**config.mk**
```make
export PLATFORM = sky130hd
export DESIGN_NAME = ibex_cx_spill_ctrl
export DESIGN_NICKNAME = d
export VERILOG_FILES = /design/src/rtl/ibex_cx_spill_ctrl.sv
export SDC_FILE = /design/constraint.sdc
export NUM_CORES = 2
export LEC_CHECK = 0
export ABC_AREA = 1
export BUFFER_PORTS_ARGS = -buffer_cell sky130_fd_sc_hd__buf_2
export CAP_MARGIN = 20
export CORE_AREA = 2 2 425 427
export CTS_CLUSTER_SIZE = 12
export DETAILED_ROUTE_END_ITERATION = 10
export DIE_AREA = 0 0 427 429
export SETUP_SLACK_MARGIN = 0.3
export SKIP_LAST_GASP = 1
export SLEW_MARGIN = 20
export SYNTH_ARGS = -nofsm -noshare
export SYNTH_HDL_FRONTEND = slang
export SYNTH_SLANG_ARGS = --single-unit
export TNS_END_PERCENT = 1
```
**constraint.sdc**
```tcl
create_clock -name clk_i -period 6.5 [get_ports clk_i]
set_input_delay 0.65 -clock clk_i [delete_from_list [all_inputs] [get_ports clk_i]]
set_output_delay 0.65 -clock clk_i [all_outputs]
set_load 0.005 [all_outputs]
```
**src/rtl/ibex_cx_spill_ctrl.sv**
```systemverilog
// ibex_cx_spill_ctrl: context-spill sequencer between the context controller
// and the LSU-side bus arbiter. A save snapshots cx_store_i and writes it to a
// memory frame one word at a time. A restore reads the frame back into a
// staging buffer and publishes it on cx_restore_o when all words arrive cleanly.
// The bus carries one transaction at a time: request, then wait for the response.
// Optional feature macro: RT_IBEX_CX_ADDR_CHECK_EN. When defined, a frame base
// that is not word aligned raises err_o without any bus traffic. When it is not
// defined, the low two address bits are ignored.
module ibex_cx_spill_ctrl #(
  parameter int NumRegs   = 15,
  parameter int DataWidth = 32
) (
  input  logic                           clk_i,
  input  logic                           rst_i,
  input  logic                           cmd_valid_i,
  input  logic                           cmd_restore_i,
  output logic                           cmd_ready_o,
  input  logic [31:0]                    frame_addr_i,
  input  logic [NumRegs*DataWidth-1:0]   cx_store_i,
  output logic [NumRegs*DataWidth-1:0]   cx_restore_o,
  output logic                           cx_restore_valid_o,
  output logic                           done_o,
  output logic                           busy_o,
  output logic                           err_o,
  output logic                           data_req_o,
  output logic                           data_we_o,
  output logic [31:0]                    data_addr_o,
  output logic [DataWidth-1:0]           data_wdata_o,
  input  logic                           data_gnt_i,
  input  logic                           data_rvalid_i,
  input  logic                           data_err_i,
  input  logic [DataWidth-1:0]           data_rdata_i
);

  localparam int CxIfWidth = NumRegs * DataWidth;
  localparam int IdxW      = (NumRegs > 1) ? $clog2(NumRegs) : 1;

  typedef enum logic [1:0] {
    IDLE = 2'd0,
    REQ  = 2'd1,
    WAIT = 2'd2,
    DONE = 2'd3
  } state_e;

  state_e                 state_q, state_d;
  logic [IdxW-1:0]        idx_q;
  logic [31:0]            base_q;
  logic                   restore_q;
  logic                   err_q;
  logic                   restore_valid_q;
  logic [CxIfWidth-1:0]   snap_q;
  logic [CxIfWidth-1:0]   stage_q;
  logic [CxIfWidth-1:0]   stage_next;
  logic [CxIfWidth-1:0]   cx_restore_q;
  logic                   accept;
  logic                   misalign;
  logic                   last_word;
  logic                   resp;

`ifdef RT_IBEX_CX_ADDR_CHECK_EN
  assign misalign = (frame_addr_i[1:0] != 2'b00);
`else
  assign misalign = 1'b0;
`endif

  assign accept    = (state_q == IDLE) && cmd_valid_i;
  assign last_word = (idx_q == IdxW'(NumRegs - 1));
  assign resp      = (state_q == WAIT) && data_rvalid_i;

  // Next-state logic for the request/response sequencer
  always_comb begin
    state_d = state_q;
    case (state_q)
      IDLE: if (cmd_valid_i) state_d = misalign ? DONE : REQ;
      REQ:  if (data_gnt_i) state_d = WAIT;
      WAIT: if (data_rvalid_i) state_d = (data_err_i || last_word) ? DONE : REQ;
      DONE: state_d = IDLE;
      default: state_d = IDLE;
    endcase
  end

  // Staging buffer with the incoming response word merged at the current index
  always_comb begin
    stage_next = stage_q;
    stage_next[idx_q*DataWidth +: DataWidth] = data_rdata_i;
  end

  // Control state: FSM, word index, frame base, direction and sticky error
  always_ff @(posedge clk_i) begin
    if (rst_i) begin
      state_q         <= IDLE;
      idx_q           <= '0;
      base_q          <= '0;
      restore_q       <= 1'b0;
      err_q           <= 1'b0;
      restore_valid_q <= 1'b0;
    end else begin
      state_q         <= state_d;
      restore_valid_q <= 1'b0;
      if (accept) begin
        restore_q <= cmd_restore_i;
        base_q    <= frame_addr_i & 32'hFFFF_FFFC;
        err_q     <= misalign;
        idx_q     <= '0;
      end else if (resp) begin
        if (data_err_i) begin
          err_q <= 1'b1;
        end else if (!last_word) begin
          idx_q <= idx_q + IdxW'(1);
        end else if (restore_q) begin
          restore_valid_q <= 1'b1;
        end
      end
    end
  end

  // Context buffers: save snapshot, restore staging and published bundle
  always_ff @(posedge clk_i) begin
    if (rst_i) begin
      snap_q       <= '0;
      stage_q      <= '0;
      cx_restore_q <= '0;
    end else begin
      if (accept && !cmd_restore_i) snap_q <= cx_store_i;
      if (resp && restore_q) begin
        stage_q <= stage_next;
        if (last_word && !data_err_i) cx_restore_q <= stage_next;
      end
    end
  end

  assign cmd_ready_o        = (state_q == IDLE);
  assign busy_o             = (state_q != IDLE);
  assign done_o             = (state_q == DONE);
  assign err_o              = err_q;
  assign cx_restore_o       = cx_restore_q;
  assign cx_restore_valid_o = restore_valid_q;
  assign data_req_o         = (state_q == REQ);
  assign data_we_o          = (state_q == REQ) && !restore_q;
  assign data_addr_o        = base_q + {{(32 - IdxW - 2){1'b0}}, idx_q, 2'b00};
  assign data_wdata_o       = snap_q[idx_q*DataWidth +: DataWidth];

endmodule

```
==> results_dict.tcl <==
set metrics [dict create \
    drv_slew 0 \
    wl_per_cell_um 22.43 \
    cts-root-buf "clkbuf_16" \
    synth_top_family_by_area "compound AO/OA/AOI/OAI gates" \
    fin_skew_ns 0.03592 \
    max_slew.worst_pin.slew_ns 1.177 \
    max_freq_mhz 176.9 \
    grt_antenna_before_repair 113 \
    critPathArrivalTime_ns 5.00 \
    synth-compound-area-share_pct 20.74 \
    start_util_pct 37.26 \
    die_h_um 429 \
    coreArea_mm2 0.1780 \
    crit_type "flip-flop to output pin" \
    yosysSeqAreaShare_pct 44.63 \
    regArea_mm2 0.02962 \
    crit_path_end_kind "output pin" \
    cts_tree "built" \
    drcViolationCount 0 \
    synth_cell_type_count 33 \
    preCtsSetupSlack_ns 1.659 \
    die_w_um 427 \
    netlist_instances 9721 \
    synth_adder_area_share_pct 0.2188 \
    areaGrowthSynthToFinish_pct 19.02 \
    finalCriticalPeriod_ns 5.653 \
    setup_viol 0 \
    vdd_drop_max_mv 0.2279 \
    reg2reg_depth 12 \
    multi_input_area_mm2 0.02807 \
    synthMuxAreaShare_pct 0 \
    ant_nets 0 \
    crit_slowest_cell "dfxtp_4" \
    wirelength_um 290200 \
    clk_pin_slew_worst_paths_ns 0.06 \
    synth_area_mm2 0.06634 \
    first_pass_iters 6 \
    fin_nets 10947 \
    grt_pass1_vias 61112 \
    setup_tns_ns 0 \
    hold_class "primary input to flip-flop" \
    rsz0062_at_grt "false" \
    clock_latency_ns 0.84 \
    cts_setup_buffers 0 \
    dp_hpwl_um 205000 \
    crit_path_start_kind "flip-flop" \
    path_buf_inv 4 \
    slew_headroom_pct 21.51 \
    status "finished, final reports clean" \
    synth_xor_area_share_pct 0.3829 \
    crit_chain "inv_8 -> nand2_4 -> clkinv_1 -> buf_4 -> a21oi_1 -> o21ai_0 -> o211ai_1 -> nand3_1 -> buf_2" \
    synthSimpleGateAreaFrac_pct 20.70 \
    max_cap_violations 0 \
    whs_path_depth 3 \
    cts_made_buffers 167 \
    layout-drive-gt1-share_pct 14.07 \
    critical_path_depth 9 \
    fin_crit_sh_pct 86.97 \
    cp_max_fo 102 \
    drt-initial-drc-count 6874 \
    crit_required_ns 5.85 \
    ys_ff_latch 1479 \
    overflow 0 \
    cp_top_family "buffers and inverters" \
    grt_util_all_layers_pct 30.25 \
    io_buffer_count 1097 \
    rows 155 \
    io_pins 1102 \
    avgSynthCellArea_um2 6.825 \
    fillerInstances 18346 \
    ys_warn_count 0 \
    htree_levels 4 \
    vias_per_cell 5.225 \
    via_count 67611 \
    cts_sinks 1479 \
    p_leak_nw 38.21 \
    max-clock-path-buffers 3 \
    grt_max_degree 282 \
    grt_first_pass_wirelength_um 411200 \
    die_area_mm2 0.1832 \
    setup_slack_ns 0.8471 \
    slowest_delay_ns 0.77 \
    final_hold_viol_count 0 \
    gp_congestion 0.9436 \
    p_per_area_mw_per_mm2 281.1 \
]
==> per-layer routing <==
| metal | track usage [%] | vias up | part of all wire [%] |
|---|---|---|---|
| met4 | 24.15 | 32 | 8.9 |
| met3 | 6.964 | 751 | 7.7 |
| li1 | - | 32442 | - |
| met1 | 35.55 | 31696 | 38 |
| met2 | 47.15 | 2690 | 45 |
| met5 | 0 | - | 0.063 |
==> cell usage after synthesis <==
cell,number,share of area [%]
a211oi_1,4,0.045
a21oi_1,746,5.6
a22oi_1,1,0.011
a31oi_1,1,0.0094
buf_1,85,0.48
buf_2,92,0.69
buf_4,3,0.034
clkbuf_1,553,3.1
clkinv_1,5,0.028
conb_1,1,0.0057
dfxtp_1,1479,45
fa_1,1,0.030
ha_1,10,0.19
inv_1,1580,8.9
inv_2,4,0.023
nand2_1,1122,6.3
nand3_1,663,5.0
nand4_1,139,1.3
nor2_1,1302,7.4
nor2_2,3,0.028
nor3_1,79,0.60
nor3_2,1,0.015
nor3b_1,1,0.011
nor4_1,2,0.019
o2111ai_1,2,0.026
o211a_1,1,0.015
o211ai_1,32,0.36
o21a_1,227,2.6
o21ai_0,1481,11
o21ai_1,9,0.068
o221ai_1,63,0.83
xnor2_1,4,0.053
xor2_1,25,0.33
==> final cells by class <==
cell class	instances	area share [%]
diodes	78	0.2472
inverters	1589	7.598
flip-flops and latches	1479	37.51
multi-input cells	5921	35.55
clock buffers	249	6.126
clock inverters	43	0.6640
repair buffers	1227	8.571
well taps	2355	3.732
==> registers in the layout, summed over array words and instances (netlist names) <==
signal and flops:
cx_restore_o 480, snap_q 480, stage_q 480, base_q 30, idx_q 4, state_q 2, cx_restore_valid_o 1, err_o 1
restore_q 1
==> worst register-to-register path, stage by stage, from the launching register on <==
cell	delay, ns
dfxtp_1	0.37
nor2_1	0.13
buf_4	0.17
inv_1	0.08
nor2_2	0.76
clkinv_1	0.53
nor2_4	0.17
buf_4	0.48
inv_8	0.39
buf_4	0.66
buf_4	0.40
o21ai_0	0.32
a21oi_1	0.07
==> cell families after synthesis <==
family	count (synthesis)
AOI/OAI and AO/OA	2567
xor gates and xnor gates	29
adders and majority gates	11
buffers and inverters	2322
DFF	1479
other	1
and+or+nand+nor	3312
==> per-stage QoR <==
stage | util [%] | hold slack, ns | area [um^2] | power [mW] | cells
floorplan | - | 0.4244 | 66350 | 11.65 | 9722
global placement | 40.99 | 0.4350 | 72970 | 12.81 | 12534
detailed placement | 41.02 | 0.4387 | 73030 | 12.87 | 12537
CTS | 44.22 | 0.0005080 | 78720 | 22.30 | 12862
global route | 44.32 | 0.02996 | 78910 | 22.99 | 12921
finish | 44.35 | 0.06859 | 78960 | 22.19 | 12941
==> final timing paths <==
| path | from | end | slack [ns] |
|---|---|---|---|
| max | idx_q[0]$_SDFFE_PP0P_ | data_wdata_o[6] | 0.85 |
| min | cx_store_i[424] | snap_q[424]$_SDFFE_PP0P_ | 0.07 |
| max reg2reg | state_q[1]$_SDFFE_PP0P_ | snap_q[397]$_SDFFE_PP0P_ | 1.84 |
| min reg2reg | snap_q[243]$_SDFFE_PP0P_ | snap_q[243]$_SDFFE_PP0P_ | 0.45 |
==> power breakdown <==
part           switching [mW]  total [mW]  internal (mW)
combinational            2.07        2.91          0.836
clock                    4.04        9.43           5.40
sequential              0.228        9.85           9.62
==> layout by cell type, fill, tap and decap left out, types with 9 or more instances in the layout <==
master and instances:
nand2_1 1120, o221ai_1 63, dfxtp_1 1476, buf_12 15, inv_6 10, a21oi_1 746, nand4_1 139, nor2_4 12
diode_2 78, nor2_1 1290, inv_1 1577, clkinv_2 18, clkbuf_16 167, o211ai_1 32, o21a_1 227, buf_2 1097
dlygate4sd3_1 33, nand3_1 663, o21ai_1 9, xor2_1 25, nor3_1 72, clkbuf_8 35, buf_4 79, clkbuf_1 47
o21ai_0 1481
==> repair_timing <==
action / in CTS / in global routing
resized for setup: 0 / 0
hold endpoints to repair: 33 / 0
hold buffers: 33 / 0
(Power assumes the default switching activity.)
